**src/rtl/async_fifo_pkg.sv**
```systemverilog
// rtl/async_fifo_pkg.sv - shared constants and types for async_fifo and its stream reader
//
// Purpose: read-side FSM state encoding and default widths shared with async_fifo.
// Ports  : none (package).
package async_fifo_pkg;

  localparam int DATA_SIZE_DEFAULT = 32;
  localparam int ADDR_SIZE_DEFAULT = 4;

  localparam logic [1:0] ST_IDLE   = 2'd0;
  localparam logic [1:0] ST_RUN    = 2'd1;
  localparam logic [1:0] ST_FINISH = 2'd2;

  typedef enum logic [1:0] {
    S_IDLE   = ST_IDLE,
    S_RUN    = ST_RUN,
    S_FINISH = ST_FINISH
  } rd_state_t;

endpackage

```
**src/rtl/stream_skid_buf.sv**
```systemverilog
// rtl/stream_skid_buf.sv - 2-entry in-order output buffer with occupancy count
//
// Purpose: holds up to two packed entries; entry 0 is the head presented downstream.
// Ports  : clk, rst_n     - clock, asynchronous active-low reset
//          push, push_data - write an entry (caller guarantees occ < 2)
//          pop            - remove the head (caller guarantees occ != 0)
//          head           - current head entry
//          occ            - number of valid entries, 0..2
module stream_skid_buf #(
  parameter int W = 33
) (
  input  logic         clk,
  input  logic         rst_n,
  input  logic         push,
  input  logic [W-1:0] push_data,
  input  logic         pop,
  output logic [W-1:0] head,
  output logic [1:0]   occ
);

  logic [W-1:0] e0;
  logic [W-1:0] e1;
  logic [1:0]   cnt;

  always_ff @(posedge clk or negedge rst_n) begin
    if (!rst_n) begin
      e0  <= '0;
      e1  <= '0;
      cnt <= 2'd0;
    end else begin
      case ({push, pop})
        2'b10: begin
          if (cnt == 2'd0) e0 <= push_data;
          else             e1 <= push_data;
          cnt <= cnt + 2'd1;
        end
        2'b01: begin
          // Keep the head value when draining the last entry so m_data
          // does not jump to stale slot-1 contents.
          if (cnt == 2'd2) e0 <= e1;
          cnt <= cnt - 2'd1;
        end
        2'b11: begin
          // Pushed word always lands behind the entry being popped.
          if (cnt == 2'd1) begin
            e0 <= push_data;
          end else begin
            e0 <= e1;
            e1 <= push_data;
          end
        end
        default: ;
      endcase
    end
  end

  assign head = e0;
  assign occ  = cnt;

endmodule

```
**src/rtl/async_fifo_stream_reader.sv**
```systemverilog
// rtl/async_fifo_stream_reader.sv - async_fifo read-side consumer producing fixed-length packets
//
// Purpose: pops words from an FWFT async_fifo read port and presents them as a
//          valid/ready stream, marking every BURST_LEN-th word with m_last.
//          Optional macro FIFO_RD_PARITY_EN adds m_parity (XOR of m_data).
// Ports  : rclk, rrst_n         - read clock, asynchronous active-low reset
//          enable               - allows new packets to start
//          rempty, rinc, rdata  - FIFO read port (rinc is the pop strobe)
//          m_valid, m_ready, m_data, m_last [, m_parity] - output stream
//          busy                 - FSM active or buffer non-empty
//          pkt_cnt              - completed packets, wraps
module async_fifo_stream_reader
  import async_fifo_pkg::*;
#(
  parameter int DATA_SIZE = DATA_SIZE_DEFAULT,
  parameter int BURST_LEN = 16,
  parameter int CNT_SIZE  = 16
) (
  input  logic                 rclk,
  input  logic                 rrst_n,
  input  logic                 enable,
  input  logic                 rempty,
  output logic                 rinc,
  input  logic [DATA_SIZE-1:0] rdata,
  output logic                 m_valid,
  input  logic                 m_ready,
  output logic [DATA_SIZE-1:0] m_data,
  output logic                 m_last,
`ifdef FIFO_RD_PARITY_EN
  output logic                 m_parity,
`endif
  output logic                 busy,
  output logic [CNT_SIZE-1:0]  pkt_cnt
);

  localparam int BEAT_W = $clog2(BURST_LEN);
  localparam logic [BEAT_W-1:0] LAST_BEAT = BEAT_W'(BURST_LEN - 1);
`ifdef FIFO_RD_PARITY_EN
  localparam int EW = DATA_SIZE + 2;
`else
  localparam int EW = DATA_SIZE + 1;
`endif

  rd_state_t         state;
  logic [BEAT_W-1:0] beat;
  logic [BEAT_W-1:0] beat_nxt;
  logic [1:0]        occ;
  logic [EW-1:0]     head;
  logic [EW-1:0]     push_word;
  logic              push_last;
  logic              xfer;

  assign push_last = (beat == LAST_BEAT);
  assign rinc      = (state != S_IDLE) & ~rempty & (occ != 2'd2);
  assign xfer      = m_valid & m_ready;

`ifdef FIFO_RD_PARITY_EN
  assign push_word = {^rdata, push_last, rdata};
  assign m_parity  = head[DATA_SIZE+1];
`else
  assign push_word = {push_last, rdata};
`endif

  stream_skid_buf #(.W(EW)) u_buf (
    .clk       (rclk),
    .rst_n     (rrst_n),
    .push      (rinc),
    .push_data (push_word),
    .pop       (xfer),
    .head      (head),
    .occ       (occ)
  );

  assign m_valid = (occ != 2'd0);
  assign m_data  = head[DATA_SIZE-1:0];
  assign m_last  = head[DATA_SIZE];
  assign busy    = (state != S_IDLE) | (occ != 2'd0);

  always_comb begin
    beat_nxt = beat;
    if (rinc) beat_nxt = push_last ? '0 : beat + BEAT_W'(1);
  end

  always_ff @(posedge rclk or negedge rrst_n) begin
    if (!rrst_n) begin
      state   <= S_IDLE;
      beat    <= '0;
      pkt_cnt <= '0;
    end else begin
      beat <= beat_nxt;
      if (xfer && m_last) pkt_cnt <= pkt_cnt + CNT_SIZE'(1);
      case (state)
        S_IDLE:   if (enable) state <= S_RUN;
        // Decide on the post-pop beat: a pop this very cycle may open a
        // packet (must finish it) or close one (safe to go idle).
        S_RUN:    if (!enable) state <= (beat_nxt != '0) ? S_FINISH : S_IDLE;
        S_FINISH: if (rinc && push_last) state <= S_IDLE;
        default:  state <= S_IDLE;
      endcase
    end
  end

endmodule

```
**config.mk**
```make
export PLATFORM = sky130hd
export DESIGN_NAME = async_fifo_stream_reader
export DESIGN_NICKNAME = d
export VERILOG_FILES = /design/src/rtl/async_fifo_pkg.sv /design/src/rtl/stream_skid_buf.sv /design/src/rtl/async_fifo_stream_reader.sv
export SDC_FILE = /design/constraint.sdc
export NUM_CORES = 1
export LEC_CHECK = 0
export BUFFER_PORTS_ARGS = -buffer_cell sky130_fd_sc_hd__buf_4
export CAP_MARGIN = 20
export CORE_ASPECT_RATIO = 1.75
export CORE_UTILIZATION = 25
export CTS_CLUSTER_DIAMETER = 100
export DETAILED_ROUTE_END_ITERATION = 6
export GPL_TIMING_DRIVEN = 0
export PLACE_DENSITY_LB_ADDON = 0.1
export SYNTH_ARGS = -nofsm -noshare
export SYNTH_HDL_FRONTEND = slang
export SYNTH_SLANG_ARGS = --single-unit
```
**constraint.sdc**
```tcl
create_clock -name rclk -period 3.2 [get_ports rclk]
set_clock_uncertainty 0.15 [all_clocks]
set_input_delay 0.48 -clock rclk [delete_from_list [all_inputs] [get_ports rclk]]
set_output_delay 0.48 -clock rclk [all_outputs]
set_load 0.01 [all_outputs]
```
Word-level counts from Yosys, hierarchy flattened
Index checks and enable logic that the tools add are counted.
- flip-flop bits (word level): 90
- bits of input ports: 37
- output and inout bits: 52
- word-level logic and storage cells: 59
- $add $sub $neg: 4
- eq/ne operators: 16
- multiplexer cells: 15
- bitwise gates (word level): 5
- reductions and logical operators: 13
- operators with widths (operator ; number):
    33-bit 2-to-1 mux ; 5
    33-bit one-hot mux with 3 select lines ; 1
    33-bit one-hot mux with 2 select lines ; 1
    16-bit by 1-bit adder with 16-bit output (second input constant) ; 1
    2-bit != test (second input constant) ; 6
    3-bit AND reduction ; 3
    2-bit equality test (second input constant) ; 4
    2-bit 2-to-1 mux ; 4
    4-bit 2-to-1 mux ; 2
    2-bit nonzero test ; 4
    2-bit by 1-bit equality test with 1-bit output (second input constant) ; 3
    2-bit one-hot mux with 3 select lines ; 1
    4-bit by 1-bit adder with 4-bit output (second input constant) ; 1
    4-bit equality test (second input constant) ; 1
    2-bit zero test ; 2
    2-bit by 1-bit != test with 1-bit output (second input constant) ; 2
    2-bit one-hot mux with 2 select lines ; 1
    4-bit nonzero test ; 1
    1-bit AND ; 3
    3-bit nonzero test ; 1
    2-bit by 1-bit adder with 2-bit output (second input constant) ; 1
    1-bit logical AND ; 2
    2-bit by 1-bit subtractor with 2-bit output (second input constant) ; 1
    1-bit inverter ; 1
    1-bit bitwise OR ; 1

Logic depth before layout (Yosys ltp)
Gate-level depths: netlist of run 1.
- word-level depth: 8
- gate-level depth with buffers: 11
- mapped depth without buffers: 9

Hierarchy
A second synthesis of run 1 with hierarchy kept.
- cell total of the unflattened synthesis: 391
- area total of the unflattened synthesis: 4281.6 um^2
- by module, submodules not included (module ; times used ; cells each ; area an instance (um^2) ; sequential area each (um^2)):
    stream_skid_buf ; 1 ; 290 ; 3181.8 ; 1701.6
    async_fifo_stream_reader ; 1 ; 101 ; 1099.8 ; 550.5

Worst setup path before layout of run 1
Ideal clock, no wire load.
- path kind: register -> register
- start point: register u_buf.cnt[0] (netlist: u_buf.occ[0])
- end point: register u_buf.e0[12] (netlist: u_buf.head[12])
- setup time: 126 ps
- data arrival time: 2187 ps
- required time: 2924 ps
- path slack: 737 ps
- cell stages (with the launch flop): 10
- buffers on the path: 2
- period minus slack after synthesis: 2463 ps
- path through: dfrtp_1 > inv_1 > ha_1 > nor3_4 > inv_1 > ha_1 > a221oi_2 > buf_4 > buf_2 > a21oi_1
- word-level cells in the longest chain between the ends: 5
- elaborated cells between the ends (all ways): 16
- those cells by class: eq/ne (8); mux (2); bitwise (2); reduce/logical (4)
- ends and longest elaborated chain (element ; RTL line ; text):
    start: declaration ; stream_skid_buf.sv:23 ; logic [1:0] cnt;
    start signal: assignment ; stream_skid_buf.sv:35 ; cnt <= cnt + 2'd1;
    start signal: assignment ; stream_skid_buf.sv:41 ; cnt <= cnt - 2'd1;
    2-bit != test * ; async_fifo_stream_reader.sv:54 ; assign rinc = (state != S_IDLE) & ~rempty & (occ != 2'd2);
    1-bit AND * ; async_fifo_stream_reader.sv:54 ;
    named net rinc ; async_fifo_stream_reader.sv:23 ; output logic rinc,
    2-bit by 1-bit equality test with 1-bit output / 2-bit equality test (equally long branches) ; stream_skid_buf.sv:31 ; case ({push, pop})
    2-bit by 1-bit != test with 1-bit output (no line) / 3-bit nonzero test (equally long branches) ; n/a ;
    3-bit AND reduction (no line) ; n/a ;
    end signal: assignment ; stream_skid_buf.sv:33 ; if (cnt == 2'd0) e0 <= push_data;
    end signal: assignment ; stream_skid_buf.sv:46 ; e0 <= push_data;
    end: declaration ; stream_skid_buf.sv:21 ; logic [W-1:0] e0;
Mark *: on every way through the listed nets, which the timed path passes. The rest lies on a longest branch.
A chain may end at the register's enable or synchronous reset.

Worst setup path after layout of run 1
- start point: register u_buf.cnt[0] (netlist: u_buf.occ[0])
- end point: register u_buf.e0[27] (netlist: u_buf.head[27])
- word-level cells in the longest chain between the ends: 5
- elaborated cells between the ends (all ways): 16
- those cells by class: eq/ne (8); mux (2); bitwise (2); reduce/logical (4)
- ends and longest elaborated chain (element ; RTL line):
    2-bit != test / 2-bit nonzero test (equally long branches) ; async_fifo_stream_reader.sv:54, async_fifo_stream_reader.sv:74
    1-bit AND, on equally long branches ; async_fifo_stream_reader.sv:54, async_fifo_stream_reader.sv:55
    2-bit by 1-bit equality test with 1-bit output / 2-bit equality test (equally long branches) ; stream_skid_buf.sv:31
    2-bit by 1-bit != test with 1-bit output (no line) / 3-bit nonzero test (equally long branches) ; n/a
    3-bit AND reduction (no line) ; n/a
Parallel ways exist; a longest one is shown, timed or not.

==> results.cfg, run 1 <==
[setup_path]
crit_buf_inv = 4
r2r_setup_slack_ns = 0.29
crit_start = u_buf.occ[0]
cp_data_required_time_ns = 3.27
path_max_fanout = 10
max_stage_delay_ns = 0.41
cp.depth = 9
cp_slowest_cell = a221oi_2
crit_type = flip-flop to flip-flop
rr_worst_depth = 9
crit_end = u_buf.head[27]
crit_chain = inv_1 > ha_1 > nor3_4 > inv_1 > ha_1 > a221oi_2 > buf_4 > buf_2 > a21oi_1
r2r_end = u_buf.head[27]
start_kind = flip-flop
r2r_start = u_buf.occ[0]
critPathCaptureType = flip-flop
critPathTopFamily = buffers and inverters
arrival_ns = 2.98

[floorplan]
die_h_um = 170
start_util_pct = 25.5
rows = 61
die-area_um2 = 16700
io_pins = 89
core_area_um2 = 15900
fp.dieW_um = 98.1

[sta]
fin_ws_ns = 0.285
whs_ns = 0.229
final-setup-viol-count = 0
maxSlewHeadroom_pct = 63.8
fin_crit_ns = 2.91
worstMarginPinSlew_ns = 0.544
slew_violations = 0
fmax_mhz = 343
rsz0062_at_grt = no
fin_crit_sh_pct = 91.1
hold_viol_final = 0
finalSetupTns_ns = 0

[detailed_routing]
viasPerCell = 4.61
final_antenna_net_count = 0
drt-initial-drc-count = 80
vias = 2919
wl_mm = 10.1
drc = 5
post_drt_wl_per_cell_um = 16.0
dr.pass1.iters = 7

[logic_synthesis]
ys_top_cells_by_area = dfrtp_1, mux2_2, a22oi_1
syn_nets = 384
ys_seq_elements = 90
synth-main-ff-cell = dfrtp_1
synth_warnings = 0
synth_top_area_share_pct = 55.7
synth-edff-count = 0
ys_async_sr_fraction_pct = 100
synth_area_leader_cell = dfrtp_1
syn-cell-area_um2 = 4040
syn_avg_cell_area_um2 = 12.0
seq_area_frac_synth_pct = 55.7
synth_cells = 338
synth_cell_types = 37

[power_and_ir_drop]
p_per_area_nw_per_um2 = 1020
leakagePower_nw = 2.44
peakVddDrop_mv = 0.306
total_power_mw = 5.42

[grt]
grt_pass1_vias = 2983
gr-total-overflow = 0
grt_pass1_wl_mm = 16.3
antenna_found_initial = 0
grt_max_degree = 55
track_usage_pct = 12.9

[status]
violations = design-rule violations
outcome = complete, but fails checks

[clocking]
numCtsBuffers = 9
clk_pin_slew_worst_paths_ns = 0.07
cts_buffer_depth = 2
cts_root_buf = clkbuf_16
clkLatencyLatePin_ns = 0.34
tritoncts = built
cts_setup_buffers = 0
htreeDepth = 3
cts_sinks = 90

[layout]
drive_gt1_share_pct = 39.2
fin_nets = 485
diodes = 0
nFillCells = 1641
area_delta_synth_final_pct = 32.0
design_area_um2 = 5340

[place]
dp_hpwl_mm = 7.18
place_area_um2 = 4970
portBuffers = 88
pre_cts_ws_ns = 0.207
place_congestion = 0.719

[flow_run]
maxCapViolCount = 0

[hold_path]
hold_path.class = input pin to flip-flop
## cell families after synthesis
family / share of synthesized area (%)
adders and majority gates: 2.79
xor gates and xnor gates: 3.90
buffers and inverters: 3.50
DFF: 55.7
and+or+nand+nor: 11.3
muxes: 9.47
AOI/OAI and AO/OA: 13.3
## cell type report
type	count	area, µm²	share of cell area [%]
Inverter	7	26.3	0.492
Timing Repair Buffer	90	698	13.1
Multi-Input combinational cell	224	1650	30.9
Sequential cell	90	2250	42.2
Tap cell	189	236	4.43
Clock buffer	11	253	4.74
Clock inverter	5	108	2.02
Buffer	17	115	2.16
## sequential cells by signal (all words and copies together) (netlist names)
| name | flops |
|---|---|
| beat | 4 |
| pkt_cnt | 16 |
| state | 2 |
| u_buf.head | 33 |
| u_buf.occ | 2 |
| u_buf.e1 | 33 |
## power breakdown
part | switching, mW | internal, mW | total [mW]
Sequential | 0.339 | 1.66 | 2.00
Clock | 0.463 | 0.812 | 1.28
Combinational | 1.08 | 1.06 | 2.15
Total | 1.89 | 3.53 | 5.42
## worst reg2reg max path, stage by stage (launching register included)
cell and delay, ns:
dfrtp_1 0.39, inv_1 0.08, ha_1 0.27, nor3_4 0.37, inv_1 0.20, ha_1 0.31
a221oi_2 0.41, buf_4 0.25, buf_2 0.26, a21oi_1 0.12
## cells in the final DEF, fill, tap and decap left out, drive strengths merged, types with 4 or more instances in the layout
master	count
nor2b	4
nand3	12
inv	9
dfrtp	90
clkbuf	11
xnor2	12
a22oi	32
ha	9
nand2	15
xor2	6
mux2	34
a21oi	33
nor2	42
buf	106
## per-stage QoR
step                util [%]  std cells
finish                  33.6        633
global route            33.6        633
CTS                     33.6        633
global placement        31.1        615
detailed placement      31.3        616
floorplan                  -        338
## layer usage
layer	track usage (%)	vias up	part of all wire, %
li1	-	1400	-
met1	15.4	1452	42
met2	22.4	55	54
met3	2.26	12	3.2
met4	5.53	0	1.6
met5	0	-	0
## cells in the mapped netlist (2+ instances only)
master and count:
buf_4 2, nor4_4 2, a22oi_1 32, o21ai_0 3, inv_1 5, nand2b_1 2
mux2_2 34, nor2_1 42, xnor2_1 12, dfrtp_1 90, a31oi_1 2, ha_1 9
inv_2 2, nand2_1 14, xor2_1 6, buf_2 11, and3b_1 2, a21oi_2 7
nor2b_1 4, buf_6 4, a21oi_1 26, nand3_1 12
## worst min path at each step
stage                              end  depth (start not counted)  slack [ns]        start
after floorplan                beat[0]                          0        0.03       rrst_n
after global placement        state[0]                          1        0.31     state[1]
after detailed placement   pkt_cnt[15]                          1        0.31  pkt_cnt[15]
after CTS                 u_buf.e1[29]                          2        0.22    rdata[29]
after global routing      u_buf.e1[26]                          2        0.21    rdata[26]
final                         state[0]                          2        0.23       enable
## repair_timing
action	4_1_cts	5_1_grt
setup endpoints to repair	0	0
hold buffers	1	0
gates resized for setup	0	0
hold endpoints to repair	36	0
(Power assumes the default switching activity.)
==> run 2: changes to the inputs <==
--- a/config.mk
+++ b/config.mk
@@ -11,7 +11,6 @@
 export CORE_UTILIZATION = 25
 export CTS_CLUSTER_DIAMETER = 100
 export DETAILED_ROUTE_END_ITERATION = 6
-export GPL_TIMING_DRIVEN = 0
 export PLACE_DENSITY_LB_ADDON = 0.1
 export SYNTH_ARGS = -nofsm -noshare
 export SYNTH_HDL_FRONTEND = slang
==> run 2 against run 1 <==
The run still ends with design-rule violations left. Core utilization down 0.80 points. Count of clock-buffer cells in the layout down 2. Sequential share of layout area up 1.0 points. Highest routed layer unchanged.
==> results.cfg, run 2 (synthesis results as in run 1) <==
[floorplan]
start_util_pct = 25.5
rows = 61
die_h_um = 170
core_area_um2 = 15900
fp.dieW_um = 98.1
io_pins = 89
die-area_um2 = 16700

[detailed_routing]
wl_mm = 9.94
vias = 2863
drc = 5
viasPerCell = 4.61
final_antenna_net_count = 0
drt-initial-drc-count = 119
post_drt_wl_per_cell_um = 16.0
dr.pass1.iters = 7

[grt]
track_usage_pct = 12.7
antenna_found_initial = 0
use_met1_pct = 13.8
grt.busiest_layer = met2
grt_use_met2_pct = 23.2
grt_max_degree = 62
gr-total-overflow = 0
grt_pass1_vias = 2972
met3_usage_pct = 3.12
grt_pass1_wl_mm = 15.9

[layout]
nFillCells = 1649
diodes = 0
final_cell_mix = buf_4, dfrtp_1, nor2_1
final_common_cell = buf_4
seq_area_um2 = 2250
drive_gt1_share_pct = 37.7
area_delta_synth_final_pct = 28.9
fin_nets = 474
multi_input_area_um2 = 1670

[place]
portBuffers = 88
dp_hpwl_mm = 6.81
place_congestion = 0.704

[clocking]
htreeDepth = 3
ctsHoldBuffers = 0
numCtsBuffers = 9
cts_root_buf = clkbuf_16
cts_buffer_depth = 2
tritoncts = built
cts_sinks = 90
postCtsResizedCells = 0
clk_pin_slew_worst_paths_ns = 0.07
clkLatencyLatePin_ns = 0.34
cts_setup_buffers = 0

[sta]
whs_ns = 0.0678
maxSlewHeadroom_pct = 46.1
fmax_mhz = 360
hold_viol_final = 0
finalSetupTns_ns = 0
final-setup-viol-count = 0
fin_crit_ns = 2.78
worstMarginPinSlew_ns = 0.809
rsz0062_at_grt = no
fin_crit_sh_pct = 86.8
slew_violations = 0

[setup_path]
r2r_setup_slack_ns = 0.42
critPathCaptureType = flip-flop
crit_chain = inv_1 > ha_1 > nor3_4 > inv_1 > ha_1 > a221oi_4 > buf_4 > nor2_1 > a31oi_1
max_stage_delay_ns = 0.42
cp_slowest_cell = buf_4
rr_worst_depth = 9
path_max_fanout = 42
crit_type = flip-flop to flip-flop
r2r_end = u_buf.head[32]
arrival_ns = 2.89
start_kind = flip-flop
r2r_start = u_buf.occ[0]
cp_data_required_time_ns = 3.31

[power_and_ir_drop]
peakVddDrop_mv = 0.338
total_power_mw = 5.14
leakagePower_nw = 2.35
p_per_area_nw_per_um2 = 987

[status]
outcome = complete, but fails checks
violations = design-rule violations

[hold_path]
hold_path.class = input pin to asynchronous set/reset pin

[flow_run]
maxCapViolCount = 0
-- run 2: worst max-delay path by stage --
stage	depth (start not counted)	start	to
5_1_grt	9	u_buf.occ[0]	u_buf.head[13]
3_3_place_gp	9	u_buf.occ[0]	u_buf.head[27]
4_1_cts	9	u_buf.occ[0]	u_buf.head[32]
2_1_floorplan	9	u_buf.occ[0]	u_buf.head[12]
6_report	9	u_buf.occ[0]	u_buf.head[32]
3_5_place_dp	9	u_buf.occ[0]	u_buf.head[32]
-- run 2: critical path, delay by kind of cell, from the launching register on --
kind / cells / cell delay [ns]
adder cells (fa/ha/maj): 2 / 0.59
AND/OR/NAND/NOR: 2 / 0.41
buffers and inverters: 3 / 0.69
AO/OA/AOI/OAI: 2 / 0.46
flip-flops: 1 / 0.38
-- run 2: stage by stage --
stage / instance area, µm² / cells / setup WS (ns) / utilization [%]
final: 5210 / 621 / 0.423 / 32.8
after global routing: 5210 / 621 / 0.187 / 32.8
after CTS: 5210 / 621 / 0.395 / 32.8
after detailed placement: 4920 / 606 / 0.424 / 31.0
after global placement: 4920 / 606 / 0.483 / 31.0
after floorplan: 4040 / 338 / 0.737 / -
-- run 2: power by group --
part,total (mW),internal (mW),switching [mW]
clock,1.07,0.604,0.462
combinational,2.08,1.03,1.05
sequential,1.99,1.66,0.335
total,5.14,3.29,1.85
-- run 2: per-layer routing --
layer / routed length (µm) / up-vias
li1: - / 1376
met4: 170 / 0
met1: 3980 / 1414
met5: 0 / -
met3: 371 / 7
met2: 5420 / 66
-- run 2: final cells by class --
| class | instances | area share (%) |
|---|---|---|
| Sequential cell | 90 | 43.2 |
| Multi-Input combinational cell | 224 | 32.0 |
| Timing Repair Buffer | 96 | 14.1 |
| Tap cell | 189 | 4.54 |
| Clock buffer | 9 | 4.32 |
| Clock inverter | 6 | 1.30 |
| Inverter | 7 | 0.504 |
==> run 3: changes to the inputs <==
--- a/config.mk
+++ b/config.mk
@@ -11,6 +11,7 @@
 export CORE_UTILIZATION = 25
 export CTS_CLUSTER_DIAMETER = 100
 export DETAILED_ROUTE_END_ITERATION = 6
+export HOLD_SLACK_MARGIN = 0.1
 export PLACE_DENSITY_LB_ADDON = 0.1
 export SYNTH_ARGS = -nofsm -noshare
 export SYNTH_HDL_FRONTEND = slang
==> constraint.sdc (replaced) <==
create_clock -name rclk -period 2.9 [get_ports rclk]
set_clock_uncertainty 0.15 [all_clocks]
set_input_delay 0.435 -clock rclk [delete_from_list [all_inputs] [get_ports rclk]]
set_output_delay 0.435 -clock rclk [all_outputs]
set_load 0.01 [all_outputs]
==> run 3 against run 2 <==
The flow still finishes with violations (design-rule violations). Sequential cell count stayed put. Hold slack better by 0.11 ns. Wire length shrank 2.2%. Die area is the same. Non-clock buffer count rose by 2. Global-route usage is 0.060 points lower. Combinational power grew 13%. Critical path depth unchanged. Critical path type unchanged.
==> results.cfg, run 3 (synthesis results as in run 1) <==
[floorplan]
fp.dieW_um = 98.1
die-area_um2 = 16700
rows = 61
io_pins = 89
die_h_um = 170
start_util_pct = 25.5
core_area_um2 = 15900

[clocking]
numCtsBuffers = 9
cts_sinks = 90
clkLatencyLatePin_ns = 0.34
tritoncts = built
htreeDepth = 3
cts_root_buf = clkbuf_16
cts_setup_buffers = 0
clk_pin_slew_worst_paths_ns = 0.07
cts_buffer_depth = 2

[sta]
slew_violations = 0
fin_crit_ns = 2.69
fin_ws_ns = 0.212
final-setup-viol-count = 0
hold_viol_final = 0
maxSlewHeadroom_pct = 64.0
rsz0062_at_grt = no
fin_crit_sh_pct = 92.7
finalSetupTns_ns = 0
worstMarginPinSlew_ns = 0.540
fmax_mhz = 372

[setup_path]
arrival_ns = 2.79
cp_slowest_cell = dfrtp_1
crit_type = flip-flop to flip-flop
start_kind = flip-flop
path_max_fanout = 24
cp_data_required_time_ns = 3.01
max_stage_delay_ns = 0.39
critPathCaptureType = flip-flop
crit_chain = inv_1 > ha_1 > nor3_4 > inv_1 > ha_1 > a221oi_4 > buf_6 > nor2_1 > a21oi_1
crit_buf_inv = 3
critPathTopFamily = adder cells

[grt]
grt_max_degree = 53
track_usage_pct = 12.6
antenna_found_initial = 0
gr-total-overflow = 0
grt_pass1_wl_mm = 16.2
grt_pass1_vias = 3084

[place]
dp_hpwl_mm = 6.68
place_congestion = 0.716
portBuffers = 88
place_area_um2 = 4950
pre_cts_ws_ns = 0.128

[detailed_routing]
dr.pass1.iters = 6
wl_met2_mm = 5.13
viasPerCell = 4.61
final_antenna_net_count = 0
vias = 2875
met1_length_mm = 4.01
wl_mm = 9.72
drc = 5
drt-initial-drc-count = 75
met3_length_um = 387
top_layer = met4
post_drt_wl_per_cell_um = 15.6

[layout]
area_delta_synth_final_pct = 30.2
design_area_um2 = 5260
multi_input_area_um2 = 1670
final_cell_mix = buf_4, dfrtp_1, nor2_1
fin_nets = 476
final_common_cell = buf_4
nFillCells = 1645
diodes = 0
seq_area_um2 = 2250
drive_gt1_share_pct = 37.5

[hold_path]
hold_path.class = input pin to flip-flop

[power_and_ir_drop]
p_per_area_nw_per_um2 = 1090
leakagePower_nw = 2.38
peakVddDrop_mv = 0.297

[status]
violations = design-rule violations
outcome = complete, but fails checks

[flow_run]
maxCapViolCount = 0
run 3: layer usage:
layer | vias to the layer above | GRT usage (%)
met5 | - | 0
met4 | 0 | 5.53
met3 | 11 | 2.46
met2 | 72 | 22.6
met1 | 1409 | 14.4
li1 | 1383 | -
run 3: final timing paths:
path	startpoint	to	slack (ns)	depth (start not counted)
setup / recovery	u_buf.occ[0]	u_buf.head[0]	0.21	9
hold / removal	enable	state[0]	0.18	2
setup reg to reg	u_buf.occ[0]	u_buf.head[0]	0.21	9
hold reg to reg	pkt_cnt[15]	pkt_cnt[15]	0.32	1
max in group asynchronous	rrst_n	u_buf.e1[14]	1.44	3
min in group asynchronous	rrst_n	u_buf.head[8]	0.49	2
run 3: what timing repair did:
item	4_1_cts	5_1_grt
hold endpoints to repair	38	0
setup endpoints to repair	0	12
resized for setup	0	1
hold buffers	1	0
run 3: final cells by class:
class	instances	area share, %
sequential	90	42.8
clock buffer	12	4.69
multi-input combinational	224	31.7
inverter	7	0.500
clock inverter	4	0.975
timing repair buffer	98	14.8
tap	189	4.50
run 3: where the power goes:
part | leakage (nW) | total, mW | switching [mW] | internal (mW)
Clock | 0.143 | 1.18 | 0.492 | 0.693
Sequential | 1.08 | 2.20 | 0.371 | 1.83
Combinational | 1.15 | 2.34 | 1.16 | 1.18
Total | 2.38 | 5.73 | 2.03 | 3.70
run 3: metrics by stage:
step | hold WS [ns] | util, % | cells | total power, mW
2_1_floorplan | -0.0106 | - | 338 | 3.67
3_3_place_gp | 0.305 | 31.2 | 607 | 4.57
3_5_place_dp | 0.307 | 31.2 | 607 | 4.61
4_1_cts | 0.165 | 33.1 | 624 | 5.84
5_1_grt | 0.175 | 33.1 | 624 | 6.19
6_report | 0.180 | 33.1 | 624 | 5.73
